--- src/rtl/mult_input_conditioner.sv ---
// Button/switch front end for the shift-add multiplier:
// synchronize, debounce, one-shot Run/ClearA_LoadB, freeze S while busy.
module mult_input_conditioner #(
    parameter int DEBOUNCE_CYCLES = 1000000,
    parameter int RUN_HOLD_CYCLES = 32,
    parameter int BTN_ACTIVE_LOW  = 1
) (
    input  logic       Clk,
    input  logic       Reset,
    input  logic       Run_btn,
    input  logic       ClearA_LoadB_btn,
    input  logic [7:0] SW,
    output logic       Run,
    output logic       ClearA_LoadB,
    output logic [7:0] S,
    output logic       Busy
);

    localparam int MAX_CNT = (DEBOUNCE_CYCLES > RUN_HOLD_CYCLES) ?
                             DEBOUNCE_CYCLES : RUN_HOLD_CYCLES;
    localparam int CW = $clog2(MAX_CNT + 1);
    localparam logic [CW-1:0] DEB_LAST  = CW'(DEBOUNCE_CYCLES - 1);
    localparam logic [CW-1:0] HOLD_LAST = CW'(RUN_HOLD_CYCLES);
    localparam logic [CW-1:0] CNT_MAX   = {CW{1'b1}};
    localparam logic REL_LVL = (BTN_ACTIVE_LOW != 0);
    localparam int RUN_I = 0;
    localparam int CLR_I = 1;

    typedef enum logic [1:0] {IDLE, ARM, HELD, REL} state_t;

    logic [1:0]    btn_s1;
    logic [1:0]    btn_s2;
    logic [1:0]    pressed;
    logic [1:0]    fire;
    logic [7:0]    sw_s1;
    logic [7:0]    sw_s2;
    state_t        state_q [2];
    state_t        state_d [2];
    logic [CW-1:0] cnt_q [2];
    logic [CW-1:0] cnt_d [2];
    logic [CW-1:0] hold_cnt;
    logic          run_ok;

    function automatic logic [CW-1:0] sat_inc(input logic [CW-1:0] v);
        return (v == CNT_MAX) ? v : v + CW'(1);
    endfunction

    // Sync FFs reset to the released raw level so reset never looks like a press.
    always_ff @(posedge Clk) begin
        if (!Reset) begin
            btn_s1 <= {2{REL_LVL}};
            btn_s2 <= {2{REL_LVL}};
            sw_s1  <= '0;
            sw_s2  <= '0;
        end else begin
            btn_s1 <= {ClearA_LoadB_btn, Run_btn};
            btn_s2 <= btn_s1;
            sw_s1  <= SW;
            sw_s2  <= sw_s1;
        end
    end

    assign pressed = btn_s2 ^ {2{REL_LVL}};

    always_ff @(posedge Clk) begin
        for (int i = 0; i < 2; i++) begin
            if (!Reset) begin
                state_q[i] <= IDLE;
                cnt_q[i]   <= '0;
            end else begin
                state_q[i] <= state_d[i];
                cnt_q[i]   <= cnt_d[i];
            end
        end
    end

    // The IDLE->ARM edge counts as the first stable cycle.
    always_comb begin
        for (int i = 0; i < 2; i++) begin
            state_d[i] = state_q[i];
            cnt_d[i]   = sat_inc(cnt_q[i]);
            fire[i]    = 1'b0;
            unique case (state_q[i])
                IDLE: begin
                    cnt_d[i] = '0;
                    if (pressed[i]) state_d[i] = ARM;
                end
                ARM: begin
                    if (!pressed[i]) begin
                        state_d[i] = IDLE;
                        cnt_d[i]   = '0;
                    end else if (cnt_d[i] == DEB_LAST) begin
                        state_d[i] = HELD;
                        cnt_d[i]   = '0;
                        fire[i]    = 1'b1;
                    end
                end
                HELD: begin
                    cnt_d[i] = '0;
                    if (!pressed[i]) state_d[i] = REL;
                end
                REL: begin
                    if (pressed[i]) begin
                        state_d[i] = HELD;
                        cnt_d[i]   = '0;
                    end else if (cnt_d[i] == DEB_LAST) begin
                        state_d[i] = IDLE;
                        cnt_d[i]   = '0;
                    end
                end
                default: begin
                    state_d[i] = IDLE;
                    cnt_d[i]   = '0;
                end
            endcase
        end
    end

    assign run_ok = fire[RUN_I] & ~fire[CLR_I] & ~Busy;

    always_ff @(posedge Clk) begin
        if (!Reset) begin
            Run          <= 1'b0;
            ClearA_LoadB <= 1'b0;
            S            <= '0;
            Busy         <= 1'b0;
            hold_cnt     <= '0;
        end else begin
            Run          <= run_ok;
            ClearA_LoadB <= fire[CLR_I];
            if (!Busy) S <= sw_s2;
            if (run_ok) begin
                Busy     <= 1'b1;
                hold_cnt <= '0;
            end else if (Busy) begin
                if (sat_inc(hold_cnt) == HOLD_LAST) begin
                    Busy     <= 1'b0;
                    hold_cnt <= '0;
                end else begin
                    hold_cnt <= sat_inc(hold_cnt);
                end
            end
        end
    end

endmodule

--- config.mk ---
export PLATFORM = sky130hd
export DESIGN_NAME = mult_input_conditioner
export DESIGN_NICKNAME = d
export VERILOG_FILES = /design/src/rtl/mult_input_conditioner.sv
export SDC_FILE = /design/constraint.sdc
export NUM_CORES = 1
export LEC_CHECK = 0
export ABC_CLOCK_PERIOD_IN_PS = 4500
export BUFFER_PORTS_ARGS = -buffer_cell sky130_fd_sc_hd__buf_2
export CORE_ASPECT_RATIO = 2
export CORE_MARGIN = 5
export CORE_UTILIZATION = 26
export DETAILED_ROUTE_END_ITERATION = 6
export PLACE_DENSITY = 0.43
export REMOVE_ABC_BUFFERS = 1
export SLEW_MARGIN = 15
export SYNTH_ARGS = -nofsm -noshare
export SYNTH_HDL_FRONTEND = slang
export SYNTH_SLANG_ARGS = --single-unit
export TNS_END_PERCENT = 10
--- constraint.sdc ---
create_clock -name Clk -period 4.5 [get_ports Clk]
set_input_delay 0.45 -clock Clk [delete_from_list [all_inputs] [get_ports Clk]]
set_output_delay 0.45 -clock Clk [all_outputs]
set_load 0.02 [all_outputs]
After elaboration in Yosys (flattened, before gate mapping). Memories as Yosys holds them, arrays and structs flattened. Cells that the tools add are included.

Output and inout port bits: 11. Latch bits: 0. Memory bits (read-only): 0. Input bits: 12. Logic and storage cells: 82. Memories kept: 2. Memory bits (writable): 44. Register bits: 51.

Memory list: cnt_q (words 2, bits a word 20, rd ports 2, clocked after Yosys merged registers in 0, write ports 2, RTL line 39) `logic [CW-1:0] cnt_q [2];`; state_q (words 2, bits a word 2, rd ports 2, clocked after Yosys merged registers in 0, write ports 2, RTL line 37) `state_t state_q [2];`.

Order comparisons: 0. Reductions and logical operators: 5. Multipliers: 0. Shift-type cells: 0. $add $sub $neg: 3. Div/mod/pow operators: 0. Equal/unequal tests: 12. Bitwise logic cells: 10. Mux-type cells: 41.

Operators with widths (number): $mux 20 (12); $pmux 20 s3 (2); $eq 20x20->1 const B (5); $add 20x1->20 const B (3); $mux 2 (14); $eq 20x6->1 const B (1); $pmux 2 s4 (2); $mux 1 (11); $eq 2x2->1 const B (4); $reduce_or 2->1 (3); $eq 2x1->1 const B (2); $logic_not 2->1 (2); $or 1x1->1 (4); $not 1->1 (3); $and 1x1->1 (2); $not 2->2 (1).

Longest topological paths before layout.
Depth in word-level cells: 10. Mapped depth: 11. Gate-level depth less buffers: 9.

Worst setup path after synthesis. Ideal clock, no wire load.

Kind: flip-flop to flip-flop. Start point: memory cnt_q[0][0] in the netlist's numbering. End point: memory state_q[0][0] in the netlist's numbering. Data arrival time: 2.828 ns. Path slack: 1.556 ns. Data required time: 4.384 ns. Cell stages (with the launch flop): 10. Library setup time: 0.116 ns. Cell sequence: dfxtp_1 > ha_1 > nand2_1 > nor4_1 > mux2_2 > or4_4 > a211oi_4 > a22oi_2 > or4_1 > o211a_1.

RTL lines (RTL line): from (decl) (39); to (decl) (37).

==> impl_metrics.py <==
metrics = {
    "outcome": {
        "run_status": "complete, no violations",
    },
    "cts": {
        "cts_hold_buf": 0,
        "cts-htree-levels": 3,
        "ctsRootBufferMaster": "clkbuf_16",
        "cts_setup_buffers": 0,
        "cts_sinks": 95,
        "cts_buffers": 9,
        "cts_tree": "done",
        "cts_resized": 0,
        "cts_max_path_buffers": 2,
        "cts.clk_slew.worst_paths_ns": 0.07,
        "clkLatencyLatePin_ns": 0.36,
    },
    "cells_and_area": {
        "nets": 632,
        "mostFrequentLayoutCell": "dfxtp_1",
        "layoutNonFillerInstCount": 873,
        "final_util_pct": 29.28,
        "mostFrequentLayoutCells": "dfxtp_1 (95), nor2_1 (70), nand2_1 (48), nand3_1 (43), a21oi_1 (31)",
        "fillCellCount": 2077,
        "drive_above_1_share_pct": 9.935,
        "n_antenna_cell": 0,
        "area_delta_synth_final_pct": 12.11,
        "stdcell_area_mm2": 0.005618,
    },
    "grt": {
        "grt_max_degree": 30,
        "gr-usage-all-layers_pct": 11.85,
        "grt_overflow": 0,
        "antenna_found_initial": 0,
        "first_global_vias": 4387,
        "grt_pass1_wl_mm": 21.04,
    },
    "critical_path": {
        "cp_slowest_stage_delay_ns": 0.45,
        "slowest_stage": "dfxtp_1",
        "crit_type": "reg2reg",
        "cp_max_fo": 20,
        "required_ns": 4.76,
        "critical_path_arrival_ns": 3.63,
        "cp-end-kind": "register",
        "worstPathCellList": "ha_1 > nand2_1 > nor3_1 > nand4_1 > a211o_1 > nor4b_2 > and3b_1 > o31ai_2 > buf_4 > a311oi_1",
        "critPathLaunchType": "register",
    },
    "die": {
        "rows": 72,
        "initial_utilization_pct": 26.12,
        "die_h_um": 206.3,
        "fp.dieW_um": 108.2,
        "core_area_mm2": 0.01919,
        "ios": 23,
        "die_area_mm2": 0.02232,
    },
    "placed_design": {
        "placed_cells": 857,
        "place_hpwl_mm": 9.519,
        "place_congestion": 0.8336,
        "pre_cts_ws_ns": 1.127,
        "placed_cell_area_mm2": 0.005316,
        "numPortBuffers": 22,
    },
    "sta": {
        "rsz0062_at_grt": "false",
        "setup_viol": 0,
        "finalCritPeriodShare_pct": 74.86,
        "fmax_mhz": 296.8,
        "setup_tns_ns": 0,
        "timing.slew.headroom_pct": 43.85,
        "worst_slack_ns": 1.131,
        "hold_viol_final": 0,
        "hold_ws_ns": 0.2879,
        "worst_pin_slew_ns": 0.8392,
        "clock_skew_ns": 0.01157,
        "drv_slew": 0,
        "layout_min_cycle_time_ns": 3.369,
    },
    "pwr": {
        "p_int_mw": 1.300,
        "power.density_mw_per_mm2": 312.0,
        "seqPwrFrac_pct": 49.8,
        "pwr-share-clk_pct": 44.0,
        "p_total_mw": 1.753,
        "p_leak_nw": 1.860,
        "p_comb_share_pct": 6.3,
        "ir_worst_vdd_uv": 157.3,
        "switchingPower_mw": 0.4527,
        "swShare_pct": 25.83,
    },
    "synth": {
        "yosysTopAreaCell": "dfxtp_1",
        "synth_cell_type_count": 67,
        "synth.yosys.warnings": 0,
        "synth_edf_count": 0,
        "synth_area_leaders": "dfxtp_1 (38%), nor2_1 (5.2%), nand3_1 (4.3%)",
        "syn-cell-area_mm2": 0.005011,
        "synth_top_area_share_pct": 37.95,
        "synth_seq_cells": 95,
        "synth_ff_type": "dfxtp_1",
        "async_flop_share_pct": 0,
        "synth_area_per_cell_um2": 8.255,
        "synthCells": 607,
        "ys_seq_area_share_pct": 37.95,
    },
    "route": {
        "ant_nets": 0,
        "drt_pass1_iterations": 4,
        "avgViaCountPerCell": 4.977,
        "drcViolationCount": 0,
        "vias": 4345,
        "initialDrtViolationCount": 193,
        "wl_mm": 12.71,
        "wl_per_cell_um": 14.56,
    },
    "worst_hold_path": {
        "hold_path.class": "in2reg",
    },
    "flow_run": {
        "max_cap_violations": 0,
    },
}
flip-flops by register name, indices dropped and copies added, names as in the netlist, named ones only:
name / flops
btn_s2: 2
btn_s1: 2
Run: 1
Busy: 1
hold_cnt: 20
sw_s1: 8
S: 8
sw_s2: 8
state_q: 2
cnt_q: 40
ClearA_LoadB: 1
worst max-delay path: cells and delay by family, from the launching register on:
family	cells	cell delay [ns]
fa+ha+maj	1	0.32
flops	1	0.45
simple gates	5	1.59
compound gates	3	0.68
buf+inv	1	0.24
cell families (layout without fill, tap and decap cells):
family / after synthesis / in the layout / share of synthesized area, %
flops: 95 / 95 / 37.95
mux: 15 / 15 / 3.021
compound gates: 108 / 108 / 14.53
simple gates: 292 / 292 / 31.39
buf+inv: 53 / 60 / 4.594
xor+xnor: 33 / 33 / 5.768
fa+ha+maj: 11 / 11 / 2.747
layer usage:
layer | up-vias | GRT usage, % | routed length [um]
met1 | 2068 | 11.35 | 4760
li1 | 2184 | - | -
met5 | - | 0 | 0
met2 | 59 | 22.97 | 7135
met3 | 34 | 1.938 | 266
met4 | 0 | 7.043 | 544
cell usage after synthesis, types with 6 or more instances:
| cell | instances |
|---|---|
| xor2_1 | 11 |
| nor4_1 | 6 |
| nor3_1 | 23 |
| o21ai_0 | 23 |
| inv_1 | 17 |
| a31oi_1 | 12 |
| dfxtp_1 | 95 |
| a21oi_1 | 31 |
| buf_2 | 6 |
| nand2b_1 | 9 |
| a311oi_1 | 10 |
| and2_1 | 21 |
| xnor2_1 | 22 |
| nor2_1 | 70 |
| and3_1 | 15 |
| clkbuf_1 | 24 |
| mux2i_1 | 14 |
| nand3_1 | 43 |
| nand2_1 | 48 |
| nand4_1 | 15 |
| ha_1 | 11 |
| and4_1 | 11 |
area by class of cell:
| class | count | area (um2) | share of cell area (%) |
|---|---|---|---|
| clock buffers | 9 | 225.2 | 4.009 |
| well taps | 259 | 324.1 | 5.768 |
| clock inverters | 7 | 76.32 | 1.359 |
| inverters | 17 | 63.81 | 1.136 |
| flip-flops and latches | 95 | 1902 | 33.85 |
| repair buffers | 27 | 147.6 | 2.628 |
| multi-input cells | 459 | 2879 | 51.25 |
power groups by stage:
stage | logic, mW | registers (mW) | clock network (mW)
3_3_place_gp | 0.108 | 0.892 | 0
4_1_cts | 0.111 | 0.872 | 0.805
3_5_place_dp | 0.110 | 0.892 | 0
5_1_grt | 0.123 | 0.874 | 0.831
2_1_floorplan | 0.0765 | 0.891 | 0
6_report | 0.110 | 0.872 | 0.771
worst paths after layout:
path / start / to / slack, ns / depth (start not counted)
min reg2reg: btn_s1[1] / btn_s2[1] / 0.41 / 1
max reg2reg: cnt_q[1][0] / hold_cnt[14] / 1.13 / 10
max: cnt_q[1][0] / hold_cnt[14] / 1.13 / 10
min: ClearA_LoadB_btn / btn_s1[1] / 0.29 / 2
Note: power is estimated with default switching activity, not from simulation.
